`config.mk`:
```
export PLATFORM = sky130hd
export DESIGN_NAME = fir_param
export DESIGN_NICKNAME = d
export VERILOG_FILES = /design/src/rtl/fir_pkg.sv /design/src/rtl/fir_mac.sv /design/src/rtl/fir_param.sv
export SDC_FILE = /design/constraint.sdc
export NUM_CORES = 1
export LEC_CHECK = 0
export BUFFER_PORTS_ARGS = -buffer_cell sky130_fd_sc_hd__buf_2
export CAP_MARGIN = 15
export CORE_ASPECT_RATIO = 0.5
export CORE_UTILIZATION = 40
export DETAILED_ROUTE_END_ITERATION = 10
export PLACE_DENSITY_LB_ADDON = 0.1
export SYNTH_ARGS = -nofsm -noshare
export SYNTH_HDL_FRONTEND = slang
export SYNTH_SLANG_ARGS = --single-unit
```
`constraint.sdc`:
```
create_clock -name clk -period 15.09 [get_ports clk]
set_input_delay 0 -clock clk [delete_from_list [all_inputs] [get_ports clk]]
set_output_delay 0 -clock clk [all_outputs]
set_load 0.02 [all_outputs]
```
`src/rtl/fir_pkg.sv`:
```
// fir_pkg -- shared definitions for the time-multiplexed FIR filter.
//   state_t     : FSM states (IDLE, MAC, OUT)
//   idx_width() : tap-index width for a given tap count
//   acc_width() : accumulator width wide enough that a full sum of
//                 TAPS products never overflows
//   saturate()  : clamp a wide signed value into an out_w-bit signed range
package fir_pkg;

  typedef enum logic [1:0] {
    IDLE = 2'd0,
    MAC  = 2'd1,
    OUT  = 2'd2
  } state_t;

  // Saturation works on one fixed wide type so a single function serves
  // every parameterisation; 128 bits covers the largest legal accumulator.
  localparam int SAT_W = 128;
  typedef logic signed [SAT_W-1:0] wide_t;

  function automatic int idx_width(input int taps);
    return (taps > 1) ? $clog2(taps) : 1;
  endfunction

  function automatic int acc_width(input int data_w, input int coef_w, input int taps);
    return data_w + coef_w + $clog2(taps);
  endfunction

  function automatic wide_t saturate(input wide_t val, input int out_w);
    wide_t hi;
    wide_t lo;
    hi = (wide_t'(1) <<< (out_w - 1)) - wide_t'(1);
    lo = ~hi;  // -(2^(out_w-1))
    if (val > hi) begin
      return hi;
    end else if (val < lo) begin
      return lo;
    end
    return val;
  endfunction

endpackage

```
`src/rtl/fir_mac.sv`:
```
// fir_mac -- signed multiplier feeding a clearable accumulator.
//   clk      : clock, rising edge
//   rst      : synchronous reset, active low
//   clr      : zero the accumulator (has priority over en)
//   en       : add a*b into the accumulator this cycle
//   a, b     : signed sample / coefficient operands
//   acc_next : accumulator value plus the current product, so the caller
//              can capture the final sum on the same edge it is formed
module fir_mac
  import fir_pkg::*;
#(
  parameter  int TAPS   = 7,
  parameter  int DATA_W = 8,
  parameter  int COEF_W = 8,
  localparam int ACC_W  = acc_width(DATA_W, COEF_W, TAPS)
) (
  input  logic                     clk,
  input  logic                     rst,
  input  logic                     clr,
  input  logic                     en,
  input  logic signed [DATA_W-1:0] a,
  input  logic signed [COEF_W-1:0] b,
  output logic signed [ACC_W-1:0]  acc_next
);

  logic signed [DATA_W+COEF_W-1:0] prod;
  logic signed [ACC_W-1:0]         acc_reg;

  assign prod     = a * b;
  assign acc_next = acc_reg + ACC_W'(prod);

  always_ff @(posedge clk) begin
    if (!rst) begin
      acc_reg <= '0;
    end else if (clr) begin
      acc_reg <= '0;
    end else if (en) begin
      acc_reg <= acc_next;
    end
  end

endmodule

```
`src/rtl/fir_param.sv`:
```
// fir_param -- time-multiplexed FIR, one multiply-accumulate per cycle.
//   y[n] = sum_{k=0}^{TAPS-1} w[k] * x[n-k]   (all signed)
// Ports:
//   clk, rst                  : clock; synchronous reset, active low
//   weight_data/idx/valid     : coefficient write (ready = weight_ready)
//   input_data/valid          : sample stream in  (ready = input_ready)
//   output_data/valid/ready   : result stream out
// Build option:
//   FIR_SAT_EN defined   -> result saturates to the OUT_W signed range
//   FIR_SAT_EN undefined -> result is the low OUT_W bits of the sum (wrap)
// A result appears TAPS cycles after the sample is accepted and is held
// until output_ready; samples and weights are only accepted in IDLE.
module fir_param
  import fir_pkg::*;
#(
  parameter  int TAPS   = 7,
  parameter  int DATA_W = 8,
  parameter  int COEF_W = 8,
  parameter  int OUT_W  = 16,
  localparam int IDX_W  = idx_width(TAPS),
  localparam int ACC_W  = acc_width(DATA_W, COEF_W, TAPS)
) (
  input  logic                     clk,
  input  logic                     rst,
  input  logic signed [COEF_W-1:0] weight_data,
  input  logic [IDX_W-1:0]         weight_idx,
  input  logic                     weight_valid,
  output logic                     weight_ready,
  input  logic signed [DATA_W-1:0] input_data,
  input  logic                     input_valid,
  output logic                     input_ready,
  output logic signed [OUT_W-1:0]  output_data,
  output logic                     output_valid,
  input  logic                     output_ready
);

  state_t state_reg, state_next;

  // Low for the first cycle after reset so the ready outputs stay low
  // until the first edge with rst released.
  logic live_reg;

  logic signed [DATA_W-1:0] x_reg  [TAPS];
  logic signed [DATA_W-1:0] x_next [TAPS];
  // w_reg takes writes; w_act_reg is the snapshot a computation runs on,
  // so a write landing on the acceptance edge only affects later samples.
  logic signed [COEF_W-1:0] w_reg     [TAPS];
  logic signed [COEF_W-1:0] w_next    [TAPS];
  logic signed [COEF_W-1:0] w_act_reg [TAPS];

  logic [IDX_W-1:0]        cnt_reg;
  logic signed [OUT_W-1:0] result_reg;
  logic signed [OUT_W-1:0] result_next;
  logic signed [ACC_W-1:0] acc_next;

  logic sample_acc;
  logic weight_acc;
  logic last_tap;

  assign sample_acc = input_valid && input_ready;
  assign weight_acc = weight_valid && weight_ready;
  assign last_tap   = (state_reg == MAC) && (cnt_reg == IDX_W'(TAPS - 1));

  // ---------------- FSM: state register ----------------
  always_ff @(posedge clk) begin
    if (!rst) begin
      state_reg <= IDLE;
    end else begin
      state_reg <= state_next;
    end
  end

  // ---------------- FSM: next state ----------------
  always_comb begin
    state_next = state_reg;
    case (state_reg)
      IDLE:    if (sample_acc)   state_next = MAC;
      MAC:     if (last_tap)     state_next = OUT;
      OUT:     if (output_ready) state_next = IDLE;
      default: state_next = IDLE;
    endcase
  end

  // ---------------- FSM: outputs ----------------
  always_comb begin
    input_ready  = (state_reg == IDLE) && live_reg;
    weight_ready = (state_reg == IDLE) && live_reg;
    output_valid = (state_reg == OUT);
  end

  assign output_data = result_reg;

  // ---------------- per-tap next values ----------------
  // An out-of-range weight_idx matches no tap, so such writes are dropped.
  genvar gi;
  generate
    for (gi = 0; gi < TAPS; gi++) begin : g_tap
      if (gi == 0) begin : g_head
        assign x_next[gi] = sample_acc ? input_data : x_reg[gi];
      end else begin : g_tail
        assign x_next[gi] = sample_acc ? x_reg[gi-1] : x_reg[gi];
      end
      assign w_next[gi] = (weight_acc && (weight_idx == IDX_W'(gi))) ? weight_data : w_reg[gi];
    end
  endgenerate

  // ---------------- datapath registers ----------------
  always_ff @(posedge clk) begin
    if (!rst) begin
      live_reg   <= 1'b0;
      cnt_reg    <= '0;
      result_reg <= '0;
      for (int i = 0; i < TAPS; i++) begin
        x_reg[i]     <= '0;
        w_reg[i]     <= '0;
        w_act_reg[i] <= '0;
      end
    end else begin
      live_reg <= 1'b1;
      for (int i = 0; i < TAPS; i++) begin
        x_reg[i] <= x_next[i];
        w_reg[i] <= w_next[i];
        if (sample_acc) begin
          w_act_reg[i] <= w_reg[i];  // pre-write value: this sample's weights
        end
      end
      if (sample_acc) begin
        cnt_reg <= '0;
      end else if (state_reg == MAC) begin
        cnt_reg <= cnt_reg + IDX_W'(1);
      end
      if (last_tap) begin
        result_reg <= result_next;
      end
    end
  end

  // ---------------- MAC unit ----------------
  fir_mac #(
    .TAPS   (TAPS),
    .DATA_W (DATA_W),
    .COEF_W (COEF_W)
  ) u_mac (
    .clk      (clk),
    .rst      (rst),
    .clr      (sample_acc),
    .en       (state_reg == MAC),
    .a        (x_reg[cnt_reg]),
    .b        (w_act_reg[cnt_reg]),
    .acc_next (acc_next)
  );

  // The last product is folded in combinationally so the result register
  // loads on the same edge as the final MAC step.
`ifdef FIR_SAT_EN
  assign result_next = OUT_W'(saturate(wide_t'(acc_next), OUT_W));
`else
  assign result_next = OUT_W'(acc_next);
`endif

endmodule

```
==> results of run 1 <==
[cell usage in the layout (no fill, tap or decap), types with 46 or more instances in the layout]
| cell type | instances |
|---|---|
| a21boi_0 | 60 |
| and3_1 | 48 |
| dfxtp_1 | 143 |
| edfxtp_1 | 64 |
| fa_1 | 71 |
| inv_1 | 81 |
| mux2i_1 | 82 |
| nand2_1 | 176 |
| nor2_1 | 46 |
| nor2b_1 | 74 |
[worst max-delay path, stage by stage (launching register included)]
cell       delay, ps
dfxtp_2          630
buf_4            450
mux4_2           540
mux2i_1          500
nor2b_1          200
buf_4            240
fa_1             480
fa_1             530
fa_1             440
fa_1             490
ha_1             310
ha_1             350
a2111oi_0        390
o21ai_0          260
a221oi_1         360
xnor2_1          180
nand2_1           80
a21oi_1          140
[final cells by class]
cell class / count / area (um2) / area share
Tap cell: 382 / 478 / 0.0368
Clock buffer: 25 / 551 / 0.0424
Clock inverter: 13 / 145 / 0.0112
Multi-Input combinational cell: 756 / 6200 / 0.477
Sequential cell: 209 / 4830 / 0.372
Inverter: 81 / 304 / 0.0234
Timing Repair Buffer: 73 / 488 / 0.0376
[logic make-up after synthesis]
kind of cell | after synthesis | synth area share
simple gates | 399 | 0.169
flops | 209 | 0.416
buf+inv | 141 | 0.0500
compound gates | 120 | 0.0714
fa+ha+maj | 110 | 0.165
mux | 106 | 0.111
xor+xnor | 21 | 0.0171
[through the flow]
stage               instance area, um2  setup slack, ps   util
CTS                              13000             8060  0.462
global route                     13000             7980  0.463
floorplan                        11600             9030      -
finish                           13000             8420  0.463
detailed placement               12100             8110  0.431
global placement                 12100             8240  0.431
[power by group through the flow]
stage | combinational (mW) | clock, mW | sequential [mW]
5_1_grt | 0.224 | 0.581 | 0.605
4_1_cts | 0.202 | 0.556 | 0.603
6_report | 0.197 | 0.543 | 0.603
3_3_place_gp | 0.195 | 0 | 0.615
3_5_place_dp | 0.198 | 0 | 0.616
2_1_floorplan | 0.147 | 0 | 0.612
[how the worst max path moves through the flow]
stage / startpoint / end / slack (ps)
after global routing: flop / u_mac.acc_reg[14] / 7980
final: flop / u_mac.acc_reg[15] / 8420
after CTS: flop / output_data[14] / 8060
after detailed placement: flop / output_data[14] / 8110
after global placement: flop / output_data[14] / 8240
after floorplan: flop / output_data[14] / 9030
[layer usage]
metal / GRT usage / up-vias / share of wire
li1: - / 3747 / -
met5: 0 / - / 0
met3: 0.0293 / 21 / 0.031
met2: 0.287 / 73 / 0.44
met4: 0.0291 / 0 / 0.013
met1: 0.253 / 3700 / 0.51
[cell usage after synthesis (7+ instances only)]
cell type	number	share of area
buf_4	7	0.0045
clkbuf_1	37	0.012
nor2b_1	74	0.040
fa_1	71	0.12
and3_1	48	0.026
mux2i_1	82	0.071
o21ai_0	22	0.0095
a21oi_1	17	0.0073
and2_1	17	0.0092
nand2_1	177	0.057
inv_1	81	0.026
nand2b_1	12	0.0065
edfxtp_1	64	0.17
nor2_1	46	0.015
dfxtp_1	145	0.25
mux4_2	16	0.031
xnor2_1	15	0.011
buf_2	13	0.0056
ha_1	39	0.042
a21boi_0	60	0.039
==> flow_metrics.py, run 1 <==
metrics = {
    "status": {
        "status": "complete, no violations",
    },
    "critical_path": {
        "critPathMaxFanout": 20,
        "critPathLaunchType": "flop",
        "end_kind": "flop",
        "cp_data_required_time_ps": 15530,
        "r2r_setup_slack_ps": 8420,
        "r2r-end": "u_mac.acc_reg[15]",
        "crit_arrival_ps": 7110,
        "crit_type": "flop to flop",
        "reg2regPathDepth": 17,
    },
    "synth": {
        "ys.warnings.count": 0,
        "async_flop_share": 0,
        "ys_ff_latch": 209,
        "syn_nets": 1240,
        "synth_edf_count": 64,
        "ys_seq_area_frac": 0.416,
        "synth_flop_cell": "dfxtp_1",
        "synth.distinct_cells": 50,
        "postSynthCellCount": 1106,
        "synth_area_per_cell_um2": 10.5,
        "synth_area_um2": 11600,
    },
    "sta": {
        "fin_hold_ws_ps": 22.7,
        "worst_slew_pin_slew_ps": 1000,
        "rsz0062_at_grt": "no",
        "timing.slew.headroom": 0.313,
        "hold_violations": 0,
        "period_share": 0.442,
        "period_needed_ps": 6670,
        "finalMaxSlewViolations": 0,
        "fin_skew_ps": 12.0,
        "max_freq_mhz": 150,
        "setup_violations": 0,
        "setup_tns_ps": 0,
    },
    "routing": {
        "drtPass1Iterations": 5,
        "wirelength_um": 25100,
        "drtIter0Drc": 373,
        "viasPerCell": 4.90,
        "drtAntennaViolNets": 0,
        "drc": 0,
        "wl_per_cell_um": 16.3,
        "num_vias": 7541,
    },
    "grt": {
        "grt_start_max_net_pins": 111,
        "grt_pass1_wl_um": 41500,
        "first_global_vias": 7638,
        "grt-ovfl-total": 0,
        "gr-usage-all-layers": 0.177,
        "antenna_found_initial": 0,
    },
    "place": {
        "dp_cells": 1483,
        "gp_congestion": 0.792,
        "io_buffers": 42,
        "dp.final_hpwl_um": 16900,
    },
    "min_path": {
        "worstHoldStart": "input_valid",
        "whs_path_depth": 4,
        "holdPathEnd": "u_mac.acc_reg[3]",
        "hp-class": "primary input to flop",
    },
    "floorplan": {
        "die_h_um": 122,
        "core_um2": 28100,
        "die_area_um2": 29700,
        "ioPinCount": 43,
        "die_w_um": 243,
        "rows": 43,
        "initial_core_util": 0.413,
    },
    "final_layout": {
        "area_growth_pct": 12.1,
        "instances_no_fill": 1539,
        "drive_above_1_share": 0.110,
        "fillers": 2659,
        "antenna_cells": 0,
        "fin_nets": 1276,
    },
    "cts": {
        "clkLatencyLatePin_ps": 520,
        "cts_tree": "yes",
        "cts_root_buf": "clkbuf_16",
        "clk_pin_slew_ps": 60,
        "clk_path_buf_depth": 3,
        "ctsResizeCount": 0,
        "clock_sinks": 209,
        "cts_hold_buffers": 17,
        "htreeDepth": 1,
        "cts_setup_buffers": 0,
        "cts_inserted_buffers": 21,
    },
    "pwr": {
        "seqPwrFrac": 0.449,
        "p_per_area_nw_per_um2": 103,
        "pwr-share-comb": 0.147,
        "peakVddDrop_mv": 0.0625,
        "internal_power_mw": 0.985,
        "p_total_mw": 1.34,
        "leakagePower_nw": 5.39,
        "switching_share": 0.267,
        "switchingPower_mw": 0.358,
        "p_clk_frac": 0.404,
    },
    "job": {
        "drv_cap": 0,
    },
}
(Power assumes the default switching activity.)
==> run 2, diff against run 1 <==
==> constraint.sdc (replaced) <==
create_clock -name clk -period 6.4 [get_ports clk]
set_input_delay 0 -clock clk [delete_from_list [all_inputs] [get_ports clk]]
set_output_delay 0 -clock clk [all_outputs]
set_load 0.02 [all_outputs]
==> flow_metrics.py, run 2 (synthesis results as in run 1) <==
metrics = {
    "critical_path": {
        "cp_data_required_time_ps": 6850,
        "crit_arrival_ps": 6370,
        "critPathLaunchType": "flop",
        "crit_type": "flop to flop",
        "end_kind": "flop",
        "critPathMaxFanout": 10,
    },
    "sta": {
        "worst_slew_pin_slew_ps": 852,
        "setup_violations": 0,
        "period_needed_ps": 5920,
        "rsz0062_at_grt": "no",
        "max_freq_mhz": 169,
        "setup_tns_ps": 0,
        "timing.slew.headroom": 0.432,
        "hold_violations": 0,
        "fin_skew_ps": 12.4,
        "period_share": 0.926,
        "finalMaxSlewViolations": 0,
    },
    "final_layout": {
        "final_cell_mix": "nand2_1, dfxtp_1, mux2i_1",
        "layout_commonest_cell": "nand2_1",
        "fillers": 2626,
        "fin_nets": 1294,
        "antenna_cells": 0,
        "drive_above_1_share": 0.123,
        "final_area_um2": 13200,
        "area_growth_pct": 14.2,
    },
    "grt": {
        "gr-usage-all-layers": 0.176,
        "grt_start_max_net_pins": 104,
        "first_global_vias": 7763,
        "grt_pass1_wl_um": 41500,
        "grt-ovfl-total": 0,
        "antenna_found_initial": 0,
    },
    "cts": {
        "htreeDepth": 1,
        "clk_pin_slew_ps": 70,
        "clk_path_buf_depth": 3,
        "clock_sinks": 209,
        "cts_inserted_buffers": 21,
        "cts_tree": "yes",
        "clkLatencyLatePin_ps": 510,
        "cts_setup_buffers": 0,
        "cts_root_buf": "clkbuf_16",
    },
    "place": {
        "io_buffers": 42,
        "gp_congestion": 0.832,
        "post_dp_cell_area_um2": 12300,
        "dp.final_hpwl_um": 17500,
    },
    "floorplan": {
        "die_w_um": 243,
        "ioPinCount": 43,
        "core_um2": 28100,
        "initial_core_util": 0.413,
        "die_h_um": 122,
        "die_area_um2": 29700,
        "rows": 43,
    },
    "routing": {
        "drtPass1Iterations": 4,
        "drc": 0,
        "wirelength_um": 25100,
        "drtIter0Drc": 479,
        "num_vias": 7599,
        "viasPerCell": 4.88,
        "drtAntennaViolNets": 0,
        "wl_per_cell_um": 16.1,
    },
    "pwr": {
        "leakagePower_nw": 5.51,
        "peakVddDrop_mv": 0.143,
        "p_per_area_nw_per_um2": 243,
    },
    "status": {
        "status": "complete, no violations",
    },
    "job": {
        "drv_cap": 0,
    },
    "min_path": {
        "hp-class": "primary input to flop",
    },
}
-- run 2: cell count changes in the layout (fill, tap and decap cells not counted), sizes merged --
cell         delta
buf            +17
bufinv          +1
clkbuf          +2
clkinv          -2
clkinvlp        -1
dlygate4sd3     +1
-- run 2: power breakdown --
group | switching [mW] | internal (mW) | total (mW)
sequential | 0.0212 | 1.40 | 1.42
clock | 0.527 | 0.793 | 1.32
combinational | 0.280 | 0.195 | 0.476
total | 0.828 | 2.39 | 3.22
-- run 2: critical path, cell delays in order (launching register included) --
cell,delay (ps)
dfxtp_4,480
buf_12,170
mux4_2,490
mux2i_1,170
buf_4,200
nor2_1,80
fa_1,540
inv_1,50
fa_1,480
inv_1,60
fa_1,500
fa_1,520
fa_1,440
ha_1,390
a21o_1,150
a21oi_1,90
a32oi_2,270
a31oi_1,190
or4b_1,520
nand3_1,90
-- run 2: stage by stage --
step | instances | util | hold WS, ps | setup slack (ps) | total power, mW
after detailed placement | 1500 | 0.437 | 266 | 287 | 1.92
after global routing | 1557 | 0.471 | 61.2 | 16.1 | 3.37
final | 1557 | 0.471 | 42.4 | 477 | 3.22
after global placement | 1500 | 0.437 | 253 | 338 | 1.92
after CTS | 1555 | 0.469 | 24.4 | 250 | 3.26
after floorplan | 1106 | - | 27.7 | 343 | 1.79
-- run 2: repair_timing --
action	4_1_cts	5_1_grt
resized for setup	0	3
setup endpoints to repair	0	6
hold endpoints to repair	65	2
hold buffers	17	1
-- run 2: final timing paths --
check             slack [ps]                to  cells after the start              from
setup / recovery         480   output_data[14]                     19              flop
hold / removal            40          live_reg                      1               rst
setup reg to reg         480   output_data[14]                     19              flop
hold reg to reg          460  u_mac.acc_reg[1]                      2  u_mac.acc_reg[1]
-- run 2: metal layers --
layer | up-vias | wire, um | track usage
met5 | - | 0 | 0
met4 | 0 | 260 | 0.0283
met3 | 20 | 598 | 0.0291
met2 | 59 | 11200 | 0.285
met1 | 3746 | 13000 | 0.251
li1 | 3774 | - | -
-- run 2: final cells by class --
type                       instances  area, um2  area share
multi-input combinational        756       6210       0.469
sequential                       209       4830       0.365
inverter                          81        304      0.0230
clock inverter                    11        164      0.0124
clock buffer                      27        568      0.0429
tap                              382        478      0.0361
timing repair buffer              91        676      0.0511
